$ cat src/rtl/seg_pkg.sv
`default_nettype none
// ============================================================================
// Module      : seg_pkg
// Description : Shared definitions for the 7-segment display scan logic:
//               digit count, index width, scan FSM encoding and the
//               hex-to-7-segment decode function (segments g..a, bit0 = a).
// Revision    : 1.0 - initial release
// ============================================================================
package seg_pkg;

    localparam int c_num_digits = 6;
    localparam int c_idx_w      = 3;

    // Scan FSM encoding. GUARD blanks the bus, DRIVE lights one digit.
    typedef enum logic [0:0] {
        ST_GUARD = 1'b0,
        ST_DRIVE = 1'b1
    } scan_state_t;

    // Active-high segment pattern for one hex code, bit0 = segment a.
    function automatic logic [6:0] hex_to_seg(input logic [3:0] hex);
        logic [6:0] seg;
        case (hex)
            4'h0:    seg = 7'h3F;
            4'h1:    seg = 7'h06;
            4'h2:    seg = 7'h5B;
            4'h3:    seg = 7'h4F;
            4'h4:    seg = 7'h66;
            4'h5:    seg = 7'h6D;
            4'h6:    seg = 7'h7D;
            4'h7:    seg = 7'h07;
            4'h8:    seg = 7'h7F;
            4'h9:    seg = 7'h6F;
            4'hA:    seg = 7'h77;
            4'hB:    seg = 7'h7C;
            4'hC:    seg = 7'h39;
            4'hD:    seg = 7'h5E;
            4'hE:    seg = 7'h79;
            default: seg = 7'h71;
        endcase
        return seg;
    endfunction

endpackage
`default_nettype wire

$ cat src/rtl/nco_tick.sv
`default_nettype none
// ============================================================================
// Module      : nco_tick
// Description : Phase-accumulator NCO. Each clock adds i_nco_num to the
//               accumulator; the carry out is registered as o_tick.
//               o_tick_nxt is the carry being computed this cycle, i.e. the
//               value o_tick will take after the next edge, for consumers
//               that must act one cycle ahead of the tick.
// Ports       : clk        - system clock
//               rst        - asynchronous active-high reset
//               i_nco_num  - phase increment (0 = no ticks)
//               o_tick     - registered carry pulse
//               o_tick_nxt - look-ahead of o_tick (combinational)
// Revision    : 1.0 - initial release
// ============================================================================
module nco_tick #(
    parameter int NCO_W = 32
) (
    input  logic             clk,
    input  logic             rst,
    input  logic [NCO_W-1:0] i_nco_num,
    output logic             o_tick,
    output logic             o_tick_nxt
);

    logic [NCO_W-1:0] r_acc;
    logic [NCO_W-1:0] w_sum;
    logic             w_carry;

    assign {w_carry, w_sum} = {1'b0, r_acc} + {1'b0, i_nco_num};
    assign o_tick_nxt       = w_carry;

    always_ff @(posedge clk or posedge rst) begin
        if (rst) begin
            r_acc  <= '0;
            o_tick <= 1'b0;
        end else begin
            r_acc  <= w_sum;
            o_tick <= w_carry;
        end
    end

endmodule
`default_nettype wire

$ cat src/rtl/seg_scan_ctrl.sv
`default_nettype none
// ============================================================================
// Module      : seg_scan_ctrl
// Description : Time-multiplexed scan controller for a 6-digit 7-segment
//               display. An NCO paces the per-digit dwell; a GUARD state
//               blanks every enable between digits. New digit data is
//               staged in pending registers and copied to the shadow
//               (displayed) registers only at the frame boundary, so a
//               frame never tears.
// Ports       : clk, rst     - clock, asynchronous active-high reset
//               i_nco_num    - NCO increment (dwell rate)
//               i_load       - strobe qualifying i_digits/i_dp/i_blank
//               i_digits     - six 4-bit hex codes, digit n = [4n+3:4n]
//               i_dp, i_blank- per-digit decimal point / blank masks
//               o_seg        - segments g..a, active-high
//               o_seg_enb    - one-hot digit enable
//               o_seg_dp     - decimal point
//               o_pend       - load captured, not yet applied
//               o_frame      - high during the cycle that leaves digit 5
// Revision    : 1.0 - initial release
// ============================================================================
module seg_scan_ctrl
    import seg_pkg::*;
#(
    parameter int NCO_W     = 32,
    parameter int GUARD_CYC = 4
) (
    input  logic             clk,
    input  logic             rst,
    input  logic [NCO_W-1:0] i_nco_num,
    input  logic             i_load,
    input  logic [23:0]      i_digits,
    input  logic [5:0]       i_dp,
    input  logic [5:0]       i_blank,
    output logic [6:0]       o_seg,
    output logic [5:0]       o_seg_enb,
    output logic             o_seg_dp,
    output logic             o_pend,
    output logic             o_frame
);

    localparam int                 c_gcnt_w     = (GUARD_CYC > 1) ? $clog2(GUARD_CYC) : 1;
    localparam logic [c_gcnt_w-1:0] c_guard_last = c_gcnt_w'(GUARD_CYC - 1);
    localparam logic [c_idx_w-1:0]  c_last_idx   = c_idx_w'(c_num_digits - 1);
    localparam logic [c_num_digits-1:0] c_enb_one = {{(c_num_digits-1){1'b0}}, 1'b1};

    // ------------------------------------------------------------------
    // Dwell NCO
    // ------------------------------------------------------------------
    logic w_tick;
    logic w_tick_nxt;

    nco_tick #(
        .NCO_W (NCO_W)
    ) u_nco_tick (
        .clk        (clk),
        .rst        (rst),
        .i_nco_num  (i_nco_num),
        .o_tick     (w_tick),
        .o_tick_nxt (w_tick_nxt)
    );

    // ------------------------------------------------------------------
    // Scan FSM
    // ------------------------------------------------------------------
    scan_state_t         r_state;
    scan_state_t         w_state_nxt;
    logic [c_gcnt_w-1:0] r_gcnt;
    logic [c_gcnt_w-1:0] w_gcnt_nxt;
    logic [c_idx_w-1:0]  r_idx;
    logic [c_idx_w-1:0]  w_idx_nxt;
    logic                r_tick_pend;
    logic                w_tick_pend_nxt;
    logic                w_exit;
    logic                w_boundary;
    logic                w_frame_nxt;

    always_ff @(posedge clk or posedge rst) begin
        if (rst) begin
            r_state     <= ST_GUARD;
            r_gcnt      <= '0;
            r_idx       <= '0;
            r_tick_pend <= 1'b0;
        end else begin
            r_state     <= w_state_nxt;
            r_gcnt      <= w_gcnt_nxt;
            r_idx       <= w_idx_nxt;
            r_tick_pend <= w_tick_pend_nxt;
        end
    end

    always_comb begin
        w_state_nxt     = r_state;
        w_gcnt_nxt      = r_gcnt;
        w_idx_nxt       = r_idx;
        w_tick_pend_nxt = r_tick_pend;
        w_exit          = 1'b0;
        case (r_state)
            ST_GUARD: begin
                // One-deep memory: a tick during the guard shortens the
                // following DRIVE to a single cycle; extra ticks are dropped.
                if (w_tick) begin
                    w_tick_pend_nxt = 1'b1;
                end
                if (r_gcnt == c_guard_last) begin
                    w_gcnt_nxt  = '0;
                    w_state_nxt = ST_DRIVE;
                end else begin
                    w_gcnt_nxt = r_gcnt + 1'b1;
                end
            end
            ST_DRIVE: begin
                if (w_tick || r_tick_pend) begin
                    w_exit          = 1'b1;
                    w_tick_pend_nxt = 1'b0;
                    w_state_nxt     = ST_GUARD;
                    w_idx_nxt       = (r_idx == c_last_idx) ? '0 : r_idx + 1'b1;
                end
            end
            default: begin
                w_state_nxt = ST_GUARD;
            end
        endcase
    end

    assign w_boundary = w_exit && (r_idx == c_last_idx);

    // o_frame is registered yet must be high in the boundary cycle itself,
    // so predict next cycle's exit from the NCO look-ahead carry and the
    // next value of the pending-tick flag.
    assign w_frame_nxt = (w_state_nxt == ST_DRIVE) && (w_idx_nxt == c_last_idx)
                         && (w_tick_nxt || w_tick_pend_nxt);

    // ------------------------------------------------------------------
    // Load path: pending registers and displayed shadow
    // ------------------------------------------------------------------
    logic [c_num_digits-1:0][3:0] r_sh_digits;
    logic [c_num_digits-1:0]      r_sh_dp;
    logic [c_num_digits-1:0]      r_sh_blank;
    logic [c_num_digits-1:0][3:0] r_pd_digits;
    logic [c_num_digits-1:0]      r_pd_dp;
    logic [c_num_digits-1:0]      r_pd_blank;

    always_ff @(posedge clk or posedge rst) begin
        if (rst) begin
            r_sh_digits <= '0;
            r_sh_dp     <= '0;
            r_sh_blank  <= '1;
            r_pd_digits <= '0;
            r_pd_dp     <= '0;
            r_pd_blank  <= '0;
            o_pend      <= 1'b0;
        end else if (w_boundary) begin
            // A load landing exactly on the boundary goes straight to the
            // shadow and never shows up as pending.
            if (i_load) begin
                r_sh_digits <= i_digits;
                r_sh_dp     <= i_dp;
                r_sh_blank  <= i_blank;
            end else if (o_pend) begin
                r_sh_digits <= r_pd_digits;
                r_sh_dp     <= r_pd_dp;
                r_sh_blank  <= r_pd_blank;
            end
            o_pend <= 1'b0;
        end else if (i_load) begin
            r_pd_digits <= i_digits;
            r_pd_dp     <= i_dp;
            r_pd_blank  <= i_blank;
            o_pend      <= 1'b1;
        end
    end

    // ------------------------------------------------------------------
    // Output registers: decoded from the state being entered so that the
    // registered outputs line up with the FSM state cycle for cycle.
    // ------------------------------------------------------------------
    logic [6:0]              w_seg_nxt;
    logic [c_num_digits-1:0] w_enb_nxt;
    logic                    w_dp_nxt;

    always_comb begin
        w_seg_nxt = '0;
        w_enb_nxt = '0;
        w_dp_nxt  = 1'b0;
        if (w_state_nxt == ST_DRIVE) begin
            w_enb_nxt = c_enb_one << w_idx_nxt;
            if (!r_sh_blank[w_idx_nxt]) begin
                w_seg_nxt = hex_to_seg(r_sh_digits[w_idx_nxt]);
                w_dp_nxt  = r_sh_dp[w_idx_nxt];
            end
        end
    end

    always_ff @(posedge clk or posedge rst) begin
        if (rst) begin
            o_seg     <= '0;
            o_seg_enb <= '0;
            o_seg_dp  <= 1'b0;
            o_frame   <= 1'b0;
        end else begin
            o_seg     <= w_seg_nxt;
            o_seg_enb <= w_enb_nxt;
            o_seg_dp  <= w_dp_nxt;
            o_frame   <= w_frame_nxt;
        end
    end

endmodule
`default_nettype wire

$ cat config.mk
export PLATFORM = sky130hd
export DESIGN_NAME = seg_scan_ctrl
export DESIGN_NICKNAME = d
export VERILOG_FILES = /design/src/rtl/seg_pkg.sv /design/src/rtl/nco_tick.sv /design/src/rtl/seg_scan_ctrl.sv
export SDC_FILE = /design/constraint.sdc
export NUM_CORES = 1
export LEC_CHECK = 0
export ABC_AREA = 1
export ABC_CLOCK_PERIOD_IN_PS = 3650
export CORE_ASPECT_RATIO = 1.5
export CORE_MARGIN = 5
export CORE_UTILIZATION = 52
export CTS_BUF_LIST = sky130_fd_sc_hd__clkbuf_16
export DETAILED_ROUTE_END_ITERATION = 10
export PLACE_DENSITY = 0.89
export SKIP_LAST_GASP = 1
export SYNTH_ARGS = -nofsm -noshare
export SYNTH_HDL_FRONTEND = slang
export SYNTH_HIERARCHICAL = 1
export SYNTH_SLANG_ARGS = --single-unit
$ cat constraint.sdc
create_clock -name clk -period 3.65 [get_ports clk]
set_input_delay 1.095 -clock clk [delete_from_list [all_inputs] [get_ports clk]]
set_output_delay 1.095 -clock clk [all_outputs]
set_load 0.005 [all_outputs]
==> metrics.txt <==
CP Data Required Time 3.96 ns; global router's overall resource usage 21.8%; Seq pwr share 27.0%; Port Buffers 86; Clock Latency Late Sink 0.42 ns; Rows 55; total power divided by cell area 889 mW/mm^2; post-synthesis register bit count 128; Post-DP HPWL 14.7 mm; max_slew headroom 58.0%; Clk pwr share 21.1%; share of layout cells above drive strength 1 9.84%; RD Place Congestion 0.929; EDFF count, synth 0; top cells by area, synth dfrtp_1, nand2_1, inv_1; fmax 0.348 GHz; TritonCTS clock tree done; register area share after synthesis 40.7%; Post-Syn Nets 1,171; Die Ht 161 um; DRC 0; dpl cells 1,326; Post-CTS Setup Inserts 0; Final nets 1,257; vias in the first global route 6,922; main flop type after synthesis dfrtp_1; crit start category input pin; fraction of registers with async set/reset 100%; Yosys warnings 6; multiplexer share of the synthesized area 2.57%; CP max FO 4; xor/xnor share of the synthesized area 1.67%; drt pass-1 iters 5; count leader, synth nand2_1; Routed WL per cell 13.9 um; Final setup viols 0; Crit Path Category in -> reg; crit path DAT 3.18 ns; Crit. End Element flop; drt first-iter violations 281; largest net degree at the start of global routing 67; total die area 0.0178 mm^2; Post-DP Area 0.00889 mm^2; number of vias per cell 5.06; Die Wd 111 um; Static Leak 4.97 nW; remaining antenna violation count 0; Mapped Area 0.00788 mm^2; number of buffers created by CTS 17; H-tree Lvls 4; via count 6,870; Mapped Cells 1,060; post-synth top area share 38.7%; initial antenna violation count 0; diode count 0; IO Count 87; Net Switching 0.00371 W; min-delay worst type reg -> reg; Initial Utilization 52.5%; combinational family with the most area after synthesis simple AND/OR/NAND/NOR gates; Longest Clk Path Bufs 2; status completed; worst slew pin tran 0.631 ns; Final Max Slew Viols 0; post-synthesis compound-gate area fraction 10.6%; period utilization 78.8%; Hold Buf Count CTS 0; average size of a mapped cell 7.44 um^2; post-synthesis simple-gate area fraction 27.9%; RSZ-0062 raised after global routing false; setup TNS after final layout 0 ns; Adder-Cell Fraction of Synth Area 6.44%; clock skew 0.00836 ns; worst hold slack 0.475 ns; Min Clock Period, post-route 2.87 ns; CTS sink cnt 128; Max VDD drop 0.431 mV; core area 0.0150 mm^2; first-pass GRT wire length 31.3 mm; commonest cells in the synthesized netlist nand2_1, inv_1, dfrtp_1; grt total ovfl 0; Cell Count, Final, Fillers Out 1,358; PostCTS Resize Cnt 0; MaxCap Viol Count 0; Final Hold Vio Count 0; cell taking the most area after synthesis dfrtp_1; Clock transition at path regs 0.06 ns; cell internal power dissipation 0.00474 W; Syn-to-layout area delta 20.7%; synth unique cells 42; final WL 18.9 mm; post-route cell area 0.00951 mm^2; clock root cell clkbuf_16; Gate power share 51.9%; Switching Share 43.9%
[power by group through the flow]
stage	Combinational [W]	Sequential (W)	Clock, W
after global placement	0.00426	0.00227	0
after CTS	0.00439	0.00228	0.00181
after floorplan	0.00340	0.00223	0
final	0.00439	0.00228	0.00179
after global routing	0.00500	0.00234	0.00188
after detailed placement	0.00435	0.00230	0
[placed cells by master, fill, tap and decap left out, types with 9 or more instances in the layout]
cell             Yosys  final
a21oi_1             29     29
clkbuf_16            0     17
clkdlybuf4s50_1      0     85
dfrtp_1            122    122
ha_1                39     39
inv_1              172    173
mux2_2              18     18
nand2_1            356    356
nand2_2             17     17
nand3_1             45     45
nor2_1              55     55
nor3_1               9      9
o211ai_1            21     21
o21a_1              17     17
o21ai_0             60     60
or2_2               18     18
xor2_1              14     14
[layer usage]
metal | track usage, % | part of all wire, % | vias up
li1 | - | - | 3482
met1 | 22.0 | 37 | 3197
met2 | 42.8 | 56 | 151
met3 | 4.75 | 3.8 | 40
met4 | 8.29 | 2.7 | 0
met5 | 0 | 0 | -
[final timing paths]
check | startpoint | endpoint | slack (ns) | cells after the start
max | i_nco_num[0] | o_frame | 0.78 | 12
min | u_nco_tick/r_acc[0] | u_nco_tick/r_acc[0] | 0.47 | 1
max reg2reg | r_tick_pend | o_seg[3] | 0.89 | 14
min reg2reg | u_nco_tick/r_acc[0] | u_nco_tick/r_acc[0] | 0.47 | 1
max in group asynchronous | rst | r_pd_digits[7] | 2.05 | 3
min in group asynchronous | rst | u_nco_tick/r_acc[4] | 1.14 | 3
[layout make-up]
class                      count  area (um^2)
fill                        1296         5490
multi-input combinational    732         3870
clock inverter                15          194
inverter                     175          658
sequential                   128         3210
tap                          199          249
timing repair buffer          92          901
clock buffer                  17          425
[state kept, by name, indices dropped and copies added (netlist names), 2 cells and up]
signal            flops
o_seg                 7
r_sh_blank            6
r_pd_digits          24
r_sh_digits          24
o_seg_enb             6
r_idx                 3
r_gcnt                2
u_nco_tick/r_acc     32
r_pd_dp               6
r_sh_dp               6
r_pd_blank            6
[logic make-up (layout without fill, tap and decap cells)]
group	count (synthesis)	in the layout
XOR/XNOR	15	15
multiplexers	18	18
AND/OR/NAND/NOR	518	518
adder cells (fa/ha/maj)	40	40
AO/OA/AOI/OAI	141	141
flip-flops	128	128
buffers and inverters	200	299
[critical path: stages]
cell,delay (ns)
clkdlybuf4s50_1,0.40
ha_1,0.24
fa_1,0.46
nand3_1,0.13
nand3_1,0.11
nand2_1,0.10
nand2_2,0.08
nand3_1,0.11
nand3_1,0.12
nand2_1,0.09
nand2_1,0.06
o21a_1,0.19
[per-stage QoR]
stage	total power (W)	setup WS (ns)	utilization [%]
floorplan	0.00563	0.0879	-
global placement	0.00653	0.451	59.3
detailed placement	0.00665	0.386	59.3
CTS	0.00849	0.798	63.4
global route	0.00921	0.648	63.4
finish	0.00846	0.776	63.4
Note: power is estimated with default switching activity, not from simulation.
